`src/rtl/iter_muldiv_unit.sv`:
```
// iter_muldiv_unit
//   Iterative unsigned multiply/divide unit. One radix-2 step per clock:
//   shift-add multiply or restoring divide. Results go to the register file
//   write port.
//
// Ports
//   clk, rst          clock; asynchronous active-high reset
//   start             request a new operation (only sampled in IDLE)
//   op                00 MUL lo, 01 MULH hi, 10 DIVU quotient, 11 REMU remainder
//   operand_a/_b      multiplicand/dividend, multiplier/divisor
//   dest_reg          destination register index, returned as result_reg
//   busy              high in RUN and DONE
//   done, result_we   one-cycle completion pulse / register-file write strobe
//   result            final value, held until the next completion
//   result_reg        dest_reg of the completed operation
module iter_muldiv_unit #(
  parameter int DATA_WIDTH     = 32,
  parameter int REG_ADDR_WIDTH = 2
) (
  input  logic                      clk,
  input  logic                      rst,
  input  logic                      start,
  input  logic [1:0]                op,
  input  logic [DATA_WIDTH-1:0]     operand_a,
  input  logic [DATA_WIDTH-1:0]     operand_b,
  input  logic [REG_ADDR_WIDTH-1:0] dest_reg,
  output logic                      busy,
  output logic                      done,
  output logic [DATA_WIDTH-1:0]     result,
  output logic [REG_ADDR_WIDTH-1:0] result_reg,
  output logic                      result_we
);

  localparam int W     = DATA_WIDTH;
  localparam int CNT_W = (W > 1) ? $clog2(W) : 1;

  typedef enum logic [1:0] {S_IDLE, S_RUN, S_DONE} state_t;

  state_t                    state_q, state_d;
  logic [CNT_W-1:0]          cnt_q, cnt_d;
  logic [1:0]                op_q, op_d;
  logic [REG_ADDR_WIDTH-1:0] dest_q, dest_d;
  // opnd: multiplicand (MUL/MULH) or divisor (DIVU/REMU)
  logic [W-1:0]              opnd_q, opnd_d;
  // acc: upper product half / partial remainder (one spare bit for carry)
  logic [W:0]                acc_q, acc_d;
  // lo: lower product half (multiplier bits shift out) / dividend->quotient
  logic [W-1:0]              lo_q, lo_d;
  logic                      busy_q, busy_d;
  logic                      done_q, done_d;
  logic [W-1:0]              result_q, result_d;
  logic [REG_ADDR_WIDTH-1:0] result_reg_q, result_reg_d;

  logic [W:0] mul_sum;
  logic [W:0] div_shift;
  logic [W:0] div_trial;

  always_comb begin
    mul_sum   = acc_q + {1'b0, opnd_q};
    div_shift = {acc_q[W-1:0], lo_q[W-1]};
    // Bit W of the trial difference is the borrow: set when shift < divisor.
    div_trial = div_shift - {1'b0, opnd_q};

    state_d      = state_q;
    cnt_d        = cnt_q;
    op_d         = op_q;
    dest_d       = dest_q;
    opnd_d       = opnd_q;
    acc_d        = acc_q;
    lo_d         = lo_q;
    busy_d       = busy_q;
    done_d       = done_q;
    result_d     = result_q;
    result_reg_d = result_reg_q;

    case (state_q)
      S_IDLE: begin
        busy_d = 1'b0;
        done_d = 1'b0;
        if (start) begin
          state_d = S_RUN;
          busy_d  = 1'b1;
          op_d    = op;
          dest_d  = dest_reg;
          cnt_d   = CNT_W'(W - 1);
          acc_d   = '0;
          opnd_d  = op[1] ? operand_b : operand_a;
          lo_d    = op[1] ? operand_a : operand_b;
        end
      end

      S_RUN: begin
        busy_d = 1'b1;
        done_d = 1'b0;
        if (op_q[1]) begin
          // Restoring divide: keep the difference only when it did not borrow.
          // A zero divisor never borrows, giving all-ones quotient and
          // remainder = dividend without special casing.
          if (!div_trial[W]) begin
            acc_d = div_trial;
            lo_d  = {lo_q[W-2:0], 1'b1};
          end else begin
            acc_d = div_shift;
            lo_d  = {lo_q[W-2:0], 1'b0};
          end
        end else begin
          // Shift-add multiply: add multiplicand into the upper half when the
          // current multiplier LSB is set, then shift the whole product right.
          if (lo_q[0]) begin
            acc_d = {1'b0, mul_sum[W:1]};
            lo_d  = {mul_sum[0], lo_q[W-1:1]};
          end else begin
            acc_d = {1'b0, acc_q[W:1]};
            lo_d  = {acc_q[0], lo_q[W-1:1]};
          end
        end

        if (cnt_q == '0) begin
          state_d      = S_DONE;
          done_d       = 1'b1;
          // op[0] picks the acc half: MULH high product / REMU remainder.
          result_d     = op_q[0] ? acc_d[W-1:0] : lo_d;
          result_reg_d = dest_q;
        end else begin
          cnt_d = cnt_q - CNT_W'(1);
        end
      end

      S_DONE: begin
        state_d = S_IDLE;
        busy_d  = 1'b0;
        done_d  = 1'b0;
      end

      default: begin
        state_d = S_IDLE;
        busy_d  = 1'b0;
        done_d  = 1'b0;
      end
    endcase
  end

  always_ff @(posedge clk or posedge rst) begin
    if (rst) begin
      state_q      <= S_IDLE;
      cnt_q        <= '0;
      op_q         <= '0;
      dest_q       <= '0;
      opnd_q       <= '0;
      acc_q        <= '0;
      lo_q         <= '0;
      busy_q       <= 1'b0;
      done_q       <= 1'b0;
      result_q     <= '0;
      result_reg_q <= '0;
    end else begin
      state_q      <= state_d;
      cnt_q        <= cnt_d;
      op_q         <= op_d;
      dest_q       <= dest_d;
      opnd_q       <= opnd_d;
      acc_q        <= acc_d;
      lo_q         <= lo_d;
      busy_q       <= busy_d;
      done_q       <= done_d;
      result_q     <= result_d;
      result_reg_q <= result_reg_d;
    end
  end

  assign busy       = busy_q;
  assign done       = done_q;
  assign result_we  = done_q;
  assign result     = result_q;
  assign result_reg = result_reg_q;

endmodule
```
`config.mk`:
```
export PLATFORM = sky130hd
export DESIGN_NAME = iter_muldiv_unit
export DESIGN_NICKNAME = d
export VERILOG_FILES = /design/src/rtl/iter_muldiv_unit.sv
export SDC_FILE = /design/constraint.sdc
export NUM_CORES = 1
export LEC_CHECK = 0
export ABC_AREA = 1
export CORE_ASPECT_RATIO = 1.25
export CORE_MARGIN = 10
export CORE_UTILIZATION = 50
export DETAILED_ROUTE_END_ITERATION = 12
export PLACE_DENSITY = 0.79
export SYNTH_ARGS = -nofsm -noshare
export SYNTH_HDL_FRONTEND = slang
export SYNTH_SLANG_ARGS = --single-unit
```
`constraint.sdc`:
```
create_clock -name clk -period 5.9 [get_ports clk]
set_input_delay 0.59 -clock clk [delete_from_list [all_inputs] [get_ports clk]]
set_output_delay 0.59 -clock clk [all_outputs]
set_load 0.1 [all_outputs]
```
==> summary.md <==
| Metric | Value |
|---|---|
| Max-cap violations | `0` |
| Gr usage total | `27.0%` |
| Post-CTS sizing | `0` |
| Setup slack after layout | `1.89 ns` |
| CTS buffer count | `17` |
| Antenna fix cells | `0` |
| CTS tree | `built` |
| Status | `complete, no violations` |
| First-pass GRT wire length | `70000 um` |
| Dominant synthesized flop cell | `dfrtp_1` |
| Max Clk Rate | `249 MHz` |
| Synthesized area | `12900 um^2` |
| Detailed placement HPWL | `34100 um` |
| Seq/Total Area, Yosys | `28.0%` |
| Arrival @ worst endpoint | `4.32 ns` |
| M2 GR Usage | `42.2%` |
| CP Class | `reg2reg` |
| Hold crit path type | `reg2reg` |
| Pins over their slew limit | `0` |
| Setup TNS | `0 ns` |
| Synthesized area per cell | `5.96 um^2` |
| Vias per cell | `5.46` |
| Port Buffer Count | `107` |
| Async S/R FF share, synth | `100%` |
| Clk sinks | `144` |
| Synth Warn # | `0` |
| Nets | `2359` |
| Via count | `14000` |
| Layout cell share with drive strength beyond 1 | `3.72%` |
| I/O pins | `108` |
| Pre-CTS WS | `2.06 ns` |
| Die extent in y | `199 um` |
| Die area | `32600 um^2` |
| Met1 usage | `36.6%` |
| Area Overhead vs Synth | `14.4%` |
| Root buffer cell | `clkbuf_16` |
| Via count of the first global-routing pass | `13300` |
| CP endpoint kind | `flop` |
| CORE AREA | `25300 um^2` |
| Startpoint types | `flop` |
| Tcrit/Tclk final | `68.0%` |
| # rows | `65` |
| Fin crit period | `4.01 ns` |
| First drt pass iteration count | `5` |
| Netlist cell types | `43` |
| Residual DRC | `0` |
| Drt wl/cell | `17.3 um` |
| Number of synthesized flops with an enable pin | `0` |
| Worst Hold Slack | `0.477 ns` |
| Reg clk slew, reported paths | `0.06 ns` |
| Max FFs per register | `34` |
| Number of H-tree levels | `4` |
| Routability cong. | `1.03` |
| Final Skew | `0.00886 ns` |
| Die width | `164 um` |
| Final setup vio count | `0` |
| Initial antenna violation count | `1` |
| Crit-path max FO | `43` |
| Slew HR | `23.2%` |
| Clock buffer depth | `2` |
| Tightest Pin Transition | `1.15 ns` |
| Pin count of the biggest net entering global routing | `130` |
| RSZ-0062 raised after global routing | `false` |
| Post-route antenna net violation count | `0` |
| DR iter-0 viols | `1642` |
| Final Hold Vio Count | `0` |
| Gr ovfl total | `0` |
| Post-CTS setup buffer count | `0` |
| CP required | `6.21 ns` |
| Post-synth net total | `2301` |
| GRT busiest layer | `met2` |
| Register bit total from synthesis | `144` |
| Routing usage on met3 | `5.23%` |
| Clk Latency, worst-skew pair | `0.44 ns` |
| Initial Utilization | `50.9%` |
| DRT Wirelength | `44400 um` |
| Hold buffers post-CTS | `0` |
| Mapped Cells | `2161` |
==> worst max-delay path, stage by stage (launching register included) <==
cell and delay, ns:
dfrtp_1 0.37, inv_1 0.07, ha_1 0.22, fa_1 0.43
inv_1 0.13, nand2_1 0.08, nand3_2 0.08, nand2_1 0.07
nand2_2 0.12, nand2_1 0.10, nand2_1 0.09, a21oi_1 0.07
o21bai_1 0.14, ha_1 0.24, buf_4 0.24, inv_2 0.62
o21ai_0 0.28, a21oi_1 0.39, o21ai_0 0.13
==> layout make-up <==
type / count / area, um^2
Timing Repair Buffer: 118 / 1150
Fill cell: 2475 / 10500
Tap cell: 335 / 419
Multi-Input combinational cell: 1580 / 7600
Clock inverter: 10 / 160
Clock buffer: 21 / 460
Sequential cell: 144 / 3600
Inverter: 358 / 1350
==> cells in the final DEF (no fill, tap or decap), types with 4 or more instances in the layout <==
cell             count
a21oi_1            106
a31oi_1             18
buf_4               12
bufinv_16            4
clkbuf_16           17
clkdlybuf4s50_1    106
dfrtp_1            143
ha_1                67
inv_1              350
inv_2                7
nand2_1            873
nand2_2             13
nand3_1            127
nand3_2              4
nand4_1              4
nor2_1              89
nor2_2               6
nor3_1              11
o211ai_1            32
o21ai_0            154
o21ai_1             11
o21bai_1             5
o221ai_1             7
xnor2_1              4
xor2_1              16
==> through the flow <==
stage               utilization, %  instances  instance area (um^2)
finish                        58.3       2566                 14700
CTS                           58.3       2566                 14700
global placement              55.8       2535                 14100
floorplan                        -       2161                 12900
global route                  58.3       2566                 14700
detailed placement            55.8       2535                 14100
==> final timing paths <==
kind / start / end / slack [ns] / cells after the start
worst max-delay path: lo_q[31] / result[7] / 1.89 / 18
min in group asynchronous: rst / result[23] / 0.72 / 2
worst min-delay path: result[23] / result[23] / 0.48 / 2
max in group asynchronous: rst / op_q[1] / 4.04 / 3
worst max register to register: lo_q[31] / result[7] / 1.89 / 18
worst min register to register: result[23] / result[23] / 0.48 / 2
==> logic make-up (layout without fill, tap and decap cells) <==
logic type	count (synthesis)	in the layout	synth area share [%]
and+or+nand+nor	1145	1145	35.9
xor gates and xnor gates	20	20	1.36
adders and majority gates	69	69	6.82
DFF	144	144	28.0
buffers and inverters	437	507	13.0
AOI/OAI and AO/OA	346	346	14.9
==> Yosys cell counts (all sizes together) (2+ instances only) <==
library cell    n  share of area, %
xor2           16               1.1
and2            2             0.097
o211ai         32               1.9
o21ai         168               6.7
buf            29               1.2
a21o            3              0.17
nor4            6              0.44
inv           358                10
nor3           11              0.43
ha             67               6.5
xnor2           4              0.27
dfrtp         144                28
or2             4              0.19
nand3         131               5.2
fa              2              0.31
o21bai          5              0.29
nand2         886                26
nand3b          3              0.17
a31oi          18              0.87
nand4           4              0.19
a21oi         106               4.1
o221ai          7              0.48
clkbuf         50               1.5
nor2           97               3.1
o22ai           3              0.15
==> per-layer routing <==
layer	vias up	wire length (um)	share of wire, %
met1	6409	19200	43
met3	88	3980	9.0
li1	6873	-	-
met2	632	19900	45
met5	-	26	0.059
met4	2	1300	2.9
Power is left out: the tool's default activity adds up to more than one toggle a clock period on the data nets, which glitch-free logic cannot reach.
